<file path="src/rtl/approx_adder_error_monitor_if.sv">
// Bus between the error monitor and its harness: adder operands,
// the approximate sum read back, and the accumulated error metrics.
interface approx_adder_error_monitor_if #(
    parameter int IN_W  = 2,
    parameter int OUT_W = 3
);
    logic                      start;
    logic [IN_W-1:0]           dut_a;
    logic [IN_W-1:0]           dut_b;
    logic [OUT_W-1:0]          dut_sum;
    logic                      busy;
    logic                      done;
    logic                      pass;
    logic [OUT_W-1:0]          max_err;
    logic [2*IN_W-1:0]         wce_vec;
    logic [2*IN_W:0]           mismatch_cnt;
    logic [2*IN_W:0]           viol_cnt;
    logic [OUT_W+2*IN_W-1:0]   sum_abs_err;

    modport slave (
        input  start, dut_sum,
        output dut_a, dut_b, busy, done, pass, max_err,
               wce_vec, mismatch_cnt, viol_cnt, sum_abs_err
    );

    modport master (
        output start, dut_sum,
        input  dut_a, dut_b, busy, done, pass, max_err,
               wce_vec, mismatch_cnt, viol_cnt, sum_abs_err
    );
endinterface

</file>
<file path="src/rtl/approx_adder_error_monitor.sv">
// Exhaustive sweep of an approximate adder's operand space, one vector
// per cycle, accumulating error metrics and a pass/fail verdict vs ET.
module approx_adder_error_monitor #(
    parameter int IN_W  = 2,
    parameter int OUT_W = 3,
    parameter int ET    = 0
) (
    input  logic clk,
    input  logic rst_n,
    approx_adder_error_monitor_if.slave bus
);
    localparam int VW = 2 * IN_W;
    localparam int CW = 2 * IN_W + 1;
    localparam int SW = OUT_W + 2 * IN_W;
    localparam logic [OUT_W-1:0] ET_V = OUT_W'(ET);

    typedef enum logic [1:0] {IDLE, RUN, DONE} state_e;

    state_e            state_q, state_d;
    logic [VW-1:0]     vec_q, vec_d;
    logic [OUT_W-1:0]  max_q, max_d;
    logic [VW-1:0]     wce_q, wce_d;
    logic [CW-1:0]     mis_q, mis_d;
    logic [CW-1:0]     viol_q, viol_d;
    logic [SW-1:0]     sum_q, sum_d;
    logic              pass_q, pass_d;

    logic              go;
    logic              last;
    logic [OUT_W-1:0]  exact;
    logic signed [OUT_W:0] diff;
    logic [OUT_W:0]    mag;
    logic [OUT_W-1:0]  abs_err;

    assign go    = bus.start && (state_q != RUN);
    assign last  = (vec_q == {VW{1'b1}});
    assign exact = OUT_W'(bus.dut_a) + OUT_W'(bus.dut_b);
    assign diff  = $signed({1'b0, exact}) - $signed({1'b0, bus.dut_sum});
    assign mag   = diff[OUT_W] ? $unsigned(-diff) : $unsigned(diff);
    assign abs_err = mag[OUT_W-1:0];

    always_ff @(posedge clk or negedge rst_n) begin
        if (!rst_n) begin
            state_q <= IDLE;
        end else begin
            state_q <= state_d;
        end
    end

    always_comb begin
        state_d = state_q;
        unique case (state_q)
            IDLE:    if (bus.start) state_d = RUN;
            RUN:     if (last) state_d = DONE;
            DONE:    if (bus.start) state_d = RUN;
            default: state_d = IDLE;
        endcase
    end

    always_comb begin
        bus.busy = (state_q == RUN);
        bus.done = (state_q == DONE);
    end

    always_comb begin
        vec_d  = vec_q;
        max_d  = max_q;
        wce_d  = wce_q;
        mis_d  = mis_q;
        viol_d = viol_q;
        sum_d  = sum_q;
        pass_d = pass_q;
        if (go) begin
            vec_d  = '0;
            max_d  = '0;
            wce_d  = '0;
            mis_d  = '0;
            viol_d = '0;
            sum_d  = '0;
            pass_d = 1'b0;
        end else if (state_q == RUN) begin
            // strict compare keeps the first vector reaching the max
            if (abs_err > max_q) begin
                max_d = abs_err;
                wce_d = vec_q;
            end
            mis_d  = mis_q + CW'(abs_err != '0);
            viol_d = viol_q + CW'(abs_err > ET_V);
            sum_d  = sum_q + SW'(abs_err);
            if (last) begin
                pass_d = (max_d <= ET_V);
            end else begin
                vec_d = vec_q + 1'b1;
            end
        end
    end

    always_ff @(posedge clk or negedge rst_n) begin
        if (!rst_n) begin
            vec_q  <= '0;
            max_q  <= '0;
            wce_q  <= '0;
            mis_q  <= '0;
            viol_q <= '0;
            sum_q  <= '0;
            pass_q <= 1'b0;
        end else begin
            vec_q  <= vec_d;
            max_q  <= max_d;
            wce_q  <= wce_d;
            mis_q  <= mis_d;
            viol_q <= viol_d;
            sum_q  <= sum_d;
            pass_q <= pass_d;
        end
    end

    assign bus.dut_a        = vec_q[IN_W-1:0];
    assign bus.dut_b        = vec_q[VW-1:IN_W];
    assign bus.pass         = pass_q;
    assign bus.max_err      = max_q;
    assign bus.wce_vec      = wce_q;
    assign bus.mismatch_cnt = mis_q;
    assign bus.viol_cnt     = viol_q;
    assign bus.sum_abs_err  = sum_q;
endmodule

</file>
<file path="src/flat_wrapper.sv">
// flat-port wrapper written by rule: the top's interface ports become plain ports
module approx_adder_error_monitor_flat 
#(
    parameter int IN_W  = 2,
    parameter int OUT_W = 3,
    parameter int ET    = 0
)
  (clk, rst_n, bus_start, bus_dut_sum, bus_dut_a, bus_dut_b, bus_busy, bus_done, bus_pass, bus_max_err, bus_wce_vec, bus_mismatch_cnt, bus_viol_cnt, bus_sum_abs_err);
  approx_adder_error_monitor_if #(.IN_W(IN_W), .OUT_W(OUT_W)) bus_i ();
  input  logic clk;
  input  logic rst_n;
  input wire logic [$bits(bus_i.start)-1:0] bus_start;
  input wire logic [$bits(bus_i.dut_sum)-1:0] bus_dut_sum;
  output wire logic [$bits(bus_i.dut_a)-1:0] bus_dut_a;
  output wire logic [$bits(bus_i.dut_b)-1:0] bus_dut_b;
  output wire logic [$bits(bus_i.busy)-1:0] bus_busy;
  output wire logic [$bits(bus_i.done)-1:0] bus_done;
  output wire logic [$bits(bus_i.pass)-1:0] bus_pass;
  output wire logic [$bits(bus_i.max_err)-1:0] bus_max_err;
  output wire logic [$bits(bus_i.wce_vec)-1:0] bus_wce_vec;
  output wire logic [$bits(bus_i.mismatch_cnt)-1:0] bus_mismatch_cnt;
  output wire logic [$bits(bus_i.viol_cnt)-1:0] bus_viol_cnt;
  output wire logic [$bits(bus_i.sum_abs_err)-1:0] bus_sum_abs_err;
  assign bus_i.start = bus_start;
  assign bus_i.dut_sum = bus_dut_sum;
  assign bus_dut_a = bus_i.dut_a;
  assign bus_dut_b = bus_i.dut_b;
  assign bus_busy = bus_i.busy;
  assign bus_done = bus_i.done;
  assign bus_pass = bus_i.pass;
  assign bus_max_err = bus_i.max_err;
  assign bus_wce_vec = bus_i.wce_vec;
  assign bus_mismatch_cnt = bus_i.mismatch_cnt;
  assign bus_viol_cnt = bus_i.viol_cnt;
  assign bus_sum_abs_err = bus_i.sum_abs_err;
  approx_adder_error_monitor #(.IN_W(IN_W), .OUT_W(OUT_W), .ET(ET)) u_core (.clk(clk), .rst_n(rst_n), .bus(bus_i));
endmodule
</file>
<file path="config.mk">
export PLATFORM = sky130hd
export DESIGN_NAME = approx_adder_error_monitor_flat
export DESIGN_NICKNAME = d
export VERILOG_FILES = /design/src/rtl/approx_adder_error_monitor_if.sv /design/src/rtl/approx_adder_error_monitor.sv /design/src/flat_wrapper.sv
export SDC_FILE = /design/constraint.sdc
export NUM_CORES = 1
export LEC_CHECK = 0
export ABC_AREA = 1
export BUFFER_PORTS_ARGS = -buffer_cell sky130_fd_sc_hd__buf_2
export CORE_MARGIN = 8
export CORE_UTILIZATION = 54
export DETAILED_ROUTE_END_ITERATION = 6
export PLACE_DENSITY = 0.79
export RECOVER_POWER = 100
export SLEW_MARGIN = 40
export SYNTH_ARGS = -nofsm -noshare
export SYNTH_HDL_FRONTEND = slang
export SYNTH_SLANG_ARGS = --single-unit
</file>
<file path="constraint.sdc">
create_clock -name clk -period 3.23 [get_ports clk]
set_input_delay 0.4845 -clock clk [delete_from_list [all_inputs] [get_ports clk]]
set_output_delay 0.4845 -clock clk [all_outputs]
set_load 0.02 [all_outputs]
</file>
# After elaboration in Yosys (flattened, before gate mapping)
# Index checks and enable logic that the tools add are counted.
# totals
ff_bits,31
inputBits,6
output_inout_bits,31
wordCells,60
# classes
n_addsub,7
order_cmp,3
n_eq_ne,7
n_mux,24
reduce_logical,11
# op_table
cell,count
$mux 4,6
$mux 5,4
$mux 3,6
$mux 7,2
$add 5x1->5,2
$ne 2x1->1 const B,4
$reduce_and 2->1,4
$add 7x3->7,1
$reduce_bool 2->1,3
$add 4x1->4 const B,1
$eq 4x4->1 const B,1
$mux 2,2
$pmux 2 s2,1
$sub 3x3->4,1
$add 2x2->3,1
$gt 3x1->1 const B,1
$gt 3x3->1,1
$le 3x1->1 const B,1
$mux 1,3
$neg 3->3,1
$reduce_bool 3->1,1
$eq 2x1->1 const B,1
$eq 2x2->1 const B,1
$logic_not 2->1,1
2 further kinds,2

# Depth between registers and ports, before layout
# depth
word_depth,12
ltp_mapped,22
ltp_nobuf,22

# Worst setup path after synthesis
# Ideal clock, no wire load.
# synth_path
path_kind,register to register
startpoint,register u_core.vec_q[3]
endpoint,"register u_core.sum_q[4], in the netlist u_core.bus.sum_abs_err[4]"
setup_time_ps,113
arrival_ps,3026
t_required_ps,3117
path_slack_ps,91
path_stages_with_launch,15
n_path_buf,0
period_less_slack_ps,3139
path_cell_list,dfrtp_1 -> inv_1 -> fa_1 -> fa_1 -> ha_1 -> nand3_1 -> nand2_1 -> fa_1 -> nand2_1 -> inv_1 -> nor2_1 -> nor2_1 -> a22o_1 -> nand2_1 -> inv_1
# synth_between
elab_chain_cells,7
# synth_rtl
element,line,rtl
"start, declared",approx_adder_error_monitor.sv:20,"logic [VW-1:0] vec_q, vec_d;"
"start signal, assigned",approx_adder_error_monitor.sv:108,vec_q <= vec_d;
$add 2x2->3 *,approx_adder_error_monitor.sv:37,assign exact = OUT_W'(bus.dut_a) + OUT_W'(bus.dut_b);
$sub 3x3->4 *,approx_adder_error_monitor.sv:38,"assign diff = $signed({1'b0, exact}) - $signed({1'b0, bus.dut_sum});"
$neg 3->3,approx_adder_error_monitor.sv:39,assign mag = diff[OUT_W] ? $unsigned(-diff) : $unsigned(diff);
$mux 3 *,approx_adder_error_monitor.sv:39,
$add 7x3->7 *,approx_adder_error_monitor.sv:89,sum_d = sum_q + SW'(abs_err);
$mux 7 *,approx_adder_error_monitor.sv:81,end else if (state_q == RUN) begin
$mux 7 *,approx_adder_error_monitor.sv:73,if (go) begin
"end signal, assigned",approx_adder_error_monitor.sv:113,sum_q <= sum_d;
"end, declared",approx_adder_error_monitor.sv:25,"logic [SW-1:0] sum_q, sum_d;"
# Mark *: on every way between the ends. The rest lies on a longest branch, timed or not. The select of a mux whose other input is x is not followed.
# A chain may end at the register's enable or synchronous reset.

# Worst setup path in the final report
# layout_path
startpoint,register u_core.vec_q[2]
endpoint,"register u_core.sum_q[4], in the netlist u_core.bus.sum_abs_err[4]"
# The elaborated chain is that of the path after synthesis.

==> results.py <==
metrics = {
    "yosys": {
        "synth_edf_count": 0,
        "synth-seq-cells": 31,
        "synth_area_leaders": "dfrtp_1, ha_1, nand2_1",
        "synth_ff_type": "dfrtp_1",
        "synth_top_cell_area_share": 0.421,
        "ys_warn_count": 0,
        "seq_area_frac_synth": 0.421,
        "syn-instance-count": 213,
        "yosys.area.top_type": "dfrtp_1",
        "synth_fp_nets": 239,
        "syn_area_per_cell_um2": 8.65,
        "syn_area_um2": 1840,
        "synth.distinct_cells": 28,
        "async_reset_ff_frac": 1.00,
    },
    "worst_setup_path": {
        "cp.arrival_ns": 3.31,
        "worstRegToRegCells": 17,
        "worst_setup_path_end_kind": "flip-flop",
        "path_class": "reg -> reg",
        "rrSetupSlack_ns": 0.17,
        "path_max_fanout": 4,
        "rr_startpoint": "u_core.vec_q[2]",
        "timing.rr.end": "u_core.bus.sum_abs_err[4]",
        "cp-start-kind": "flip-flop",
        "cp.required_ns": 3.48,
    },
    "global_route": {
        "grt_pass1_vias": 1477,
        "grt_pass1_wl_um": 6690,
        "grt_util_all_layers": 0.158,
        "antenna_found_initial": 0,
        "met2_usage": 0.253,
        "met1_usage": 0.193,
        "grt.met3_usage": 0.0485,
        "grt-busiest-layer": "met2",
        "grt_max_degree": 32,
        "grt_overflow": 0,
    },
    "floorplan": {
        "die_x_um": 74.4,
        "core_um2": 3310,
        "die_area_um2": 5540,
        "start_util": 0.557,
        "rows": 21,
        "ios": 37,
        "fp.dieH_um": 74.4,
    },
    "finish": {
        "antenna_cells": 0,
        "n_fill_cell": 307,
        "area_delta_synth_final_pct": 20.2,
        "fin_nets": 286,
        "layout-drive-gt1-share": 0.192,
    },
    "hold_path": {
        "min_path_cells": 4,
        "min_to": "u_core.state_q[1]",
        "hp-class": "in -> reg",
        "min_from": "bus_start",
    },
    "detailed_routing": {
        "post_drt_wl_per_cell_um": 13.4,
        "drc_errors": 0,
        "first_iter_violations": 71,
        "ant_nets": 0,
        "num_vias": 1564,
        "via_per_inst": 5.09,
        "first_pass_iters": 4,
        "totalWireLength_um": 4130,
    },
    "outcome": {
        "status": "finished with violations",
        "violations": "capacitance limit, slew limit",
    },
    "sta": {
        "hold_viol_final": 0,
        "worst_pin_slew_ns": 1.62,
        "slew_violations": 32,
        "fmax_ghz": 0.327,
        "rsz0062_at_grt": "yes",
        "period_needed_ns": 3.06,
        "setup_slack_ns": 0.172,
        "fin_worst_skew_ns": 0.0108,
        "period_share": 0.947,
        "setup_violations": 0,
        "whs_ns": 0.426,
        "slew_headroom": -0.0808,
    },
    "clock_network": {
        "clk_path_buf_depth": 2,
        "cts.sinks": 31,
        "numCtsBuffers": 5,
        "cts_tree": "built",
        "cts_root_buffer": "clkbuf_4",
        "clk_pin_slew_worst_paths_ns": 0.11,
        "hold_buffers": 0,
        "clock_latency_ns": 0.35,
        "htreeDepth": 2,
    },
    "place": {
        "portBuffers": 36,
        "gp_congestion": 0.798,
        "pre_cts_slack_ns": -0.103,
        "dp_hpwl_um": 3110,
    },
    "job": {
        "max_cap_viol_count": 1,
    },
}
critical path, stage by stage, from the launching register on:
cell	delay, ns
dfrtp_1	0.37
inv_2	0.06
ha_1	0.28
inv_1	0.06
ha_2	0.16
inv_1	0.05
fa_1	0.56
ha_1	0.23
nand3_1	0.10
nand2_2	0.11
fa_1	0.42
nand2_1	0.08
inv_1	0.05
nor2_1	0.08
nor2_1	0.07
a22o_1	0.20
nand2_1	0.06
inv_1	0.04
synth_stat cells, types with 2 or more instances:
cell type and count:
ha_1 17, o21ai_0 11, nand3_1 24, inv_1 30, a21oi_1 4, nor2_2 2
buf_6 2, dfrtp_1 31, nor2_1 15, a22o_1 7, nand2_1 44, o21ai_1 5
fa_1 3, nand4_1 2, o31ai_1 2, nand2_4 2
metal layers:
metal,vias up,share of wire
met5,-,0
met4,0,0.015
met3,6,0.10
met2,52,0.46
met1,710,0.43
li1,796,-
worst max-delay path by stage:
stage                          from  cells after the start                   endpoint  slack [ns]
finish              u_core.vec_q[2]                     17  u_core.bus.sum_abs_err[4]        0.17
global route        u_core.vec_q[2]                     17  u_core.bus.sum_abs_err[6]      -0.009
CTS                 u_core.vec_q[1]                     14      u_core.bus.wce_vec[2]        0.02
detailed placement   bus_dut_sum[1]                     14      u_core.bus.wce_vec[2]       -0.10
global placement     bus_dut_sum[1]                     14      u_core.bus.wce_vec[1]       -0.03
floorplan           u_core.vec_q[3]                     14  u_core.bus.sum_abs_err[4]        0.09
sequential cells by signal, indices dropped and copies added (netlist names):
register,count
u_core.bus.sum_abs_err,7
u_core.bus.mismatch_cnt,5
u_core.bus.viol_cnt,5
u_core.bus.wce_vec,4
u_core.vec_q,4
u_core.bus.max_err,3
u_core.state_q,2
u_core.bus.pass,1
cell usage in the layout (no fill, tap or decap):
master | netlist | layout
ha_1 | 17 | 12
nand3b_1 | 1 | 1
a21oi_1 | 4 | 4
clkbuf_8 | 0 | 1
a22o_1 | 7 | 7
o22ai_1 | 1 | 1
buf_2 | 1 | 13
and2_1 | 1 | 1
fa_1 | 3 | 3
inv_1 | 30 | 29
bufinv_16 | 0 | 1
ha_2 | 0 | 2
nor2_1 | 15 | 13
inv_2 | 1 | 2
a22oi_1 | 1 | 1
nand2_1 | 44 | 38
clkinv_2 | 0 | 1
dfrtp_1 | 31 | 31
nor2_2 | 2 | 4
nand2_4 | 2 | 2
nand3_1 | 24 | 23
buf_4 | 0 | 7
o21ai_1 | 5 | 6
nand2_2 | 1 | 7
mux2i_1 | 1 | 1
inv_4 | 1 | 1
ha_4 | 0 | 3
and3_1 | 1 | 1
xor2_1 | 1 | 1
nand4_1 | 2 | 2
nand3_2 | 0 | 1
o31ai_1 | 2 | 2
clkbuf_4 | 0 | 5
o21ai_0 | 11 | 10
clkbuf_1 | 0 | 24
timing repair:
action | CTS | global route
setup buffers | 0 | 1
endpoints found under the setup margin | 0 | 10
resized for setup | 0 | 16
cell type report:
cell class,instances,area (um^2),area share
multi-input cells,146,965,0.436
flip-flops and latches,31,776,0.350
repair buffers,44,208,0.0938
inverters,32,123,0.0554
well taps,46,57.6,0.0260
clock buffers,6,51.3,0.0232
clock inverters,2,35.0,0.0158
through the flow:
step                      instances  instance area, um^2  setup TNS [ns]   util
after floorplan                 213                 1840               0      -
after global placement          298                 2090          -0.102  0.630
after detailed placement        298                 2090          -0.394  0.630
after CTS                       306                 2170               0  0.656
after global routing            307                 2210         -0.0138  0.669
final                           307                 2210               0  0.669
cell families (layout without fill, tap and decap cells):
kind of cell / after synthesis / count (layout) / share of synthesized area
mux: 1 / 1 / 0.00543
fa+ha+maj: 20 / 20 / 0.148
simple gates: 93 / 93 / 0.225
flops: 31 / 31 / 0.421
buf+inv: 36 / 84 / 0.0923
xor+xnor: 1 / 1 / 0.00475
compound gates: 31 / 31 / 0.103
Power is left out: the tool's default activity adds up to more than one toggle a clock period on the data nets, which glitch-free logic cannot reach.
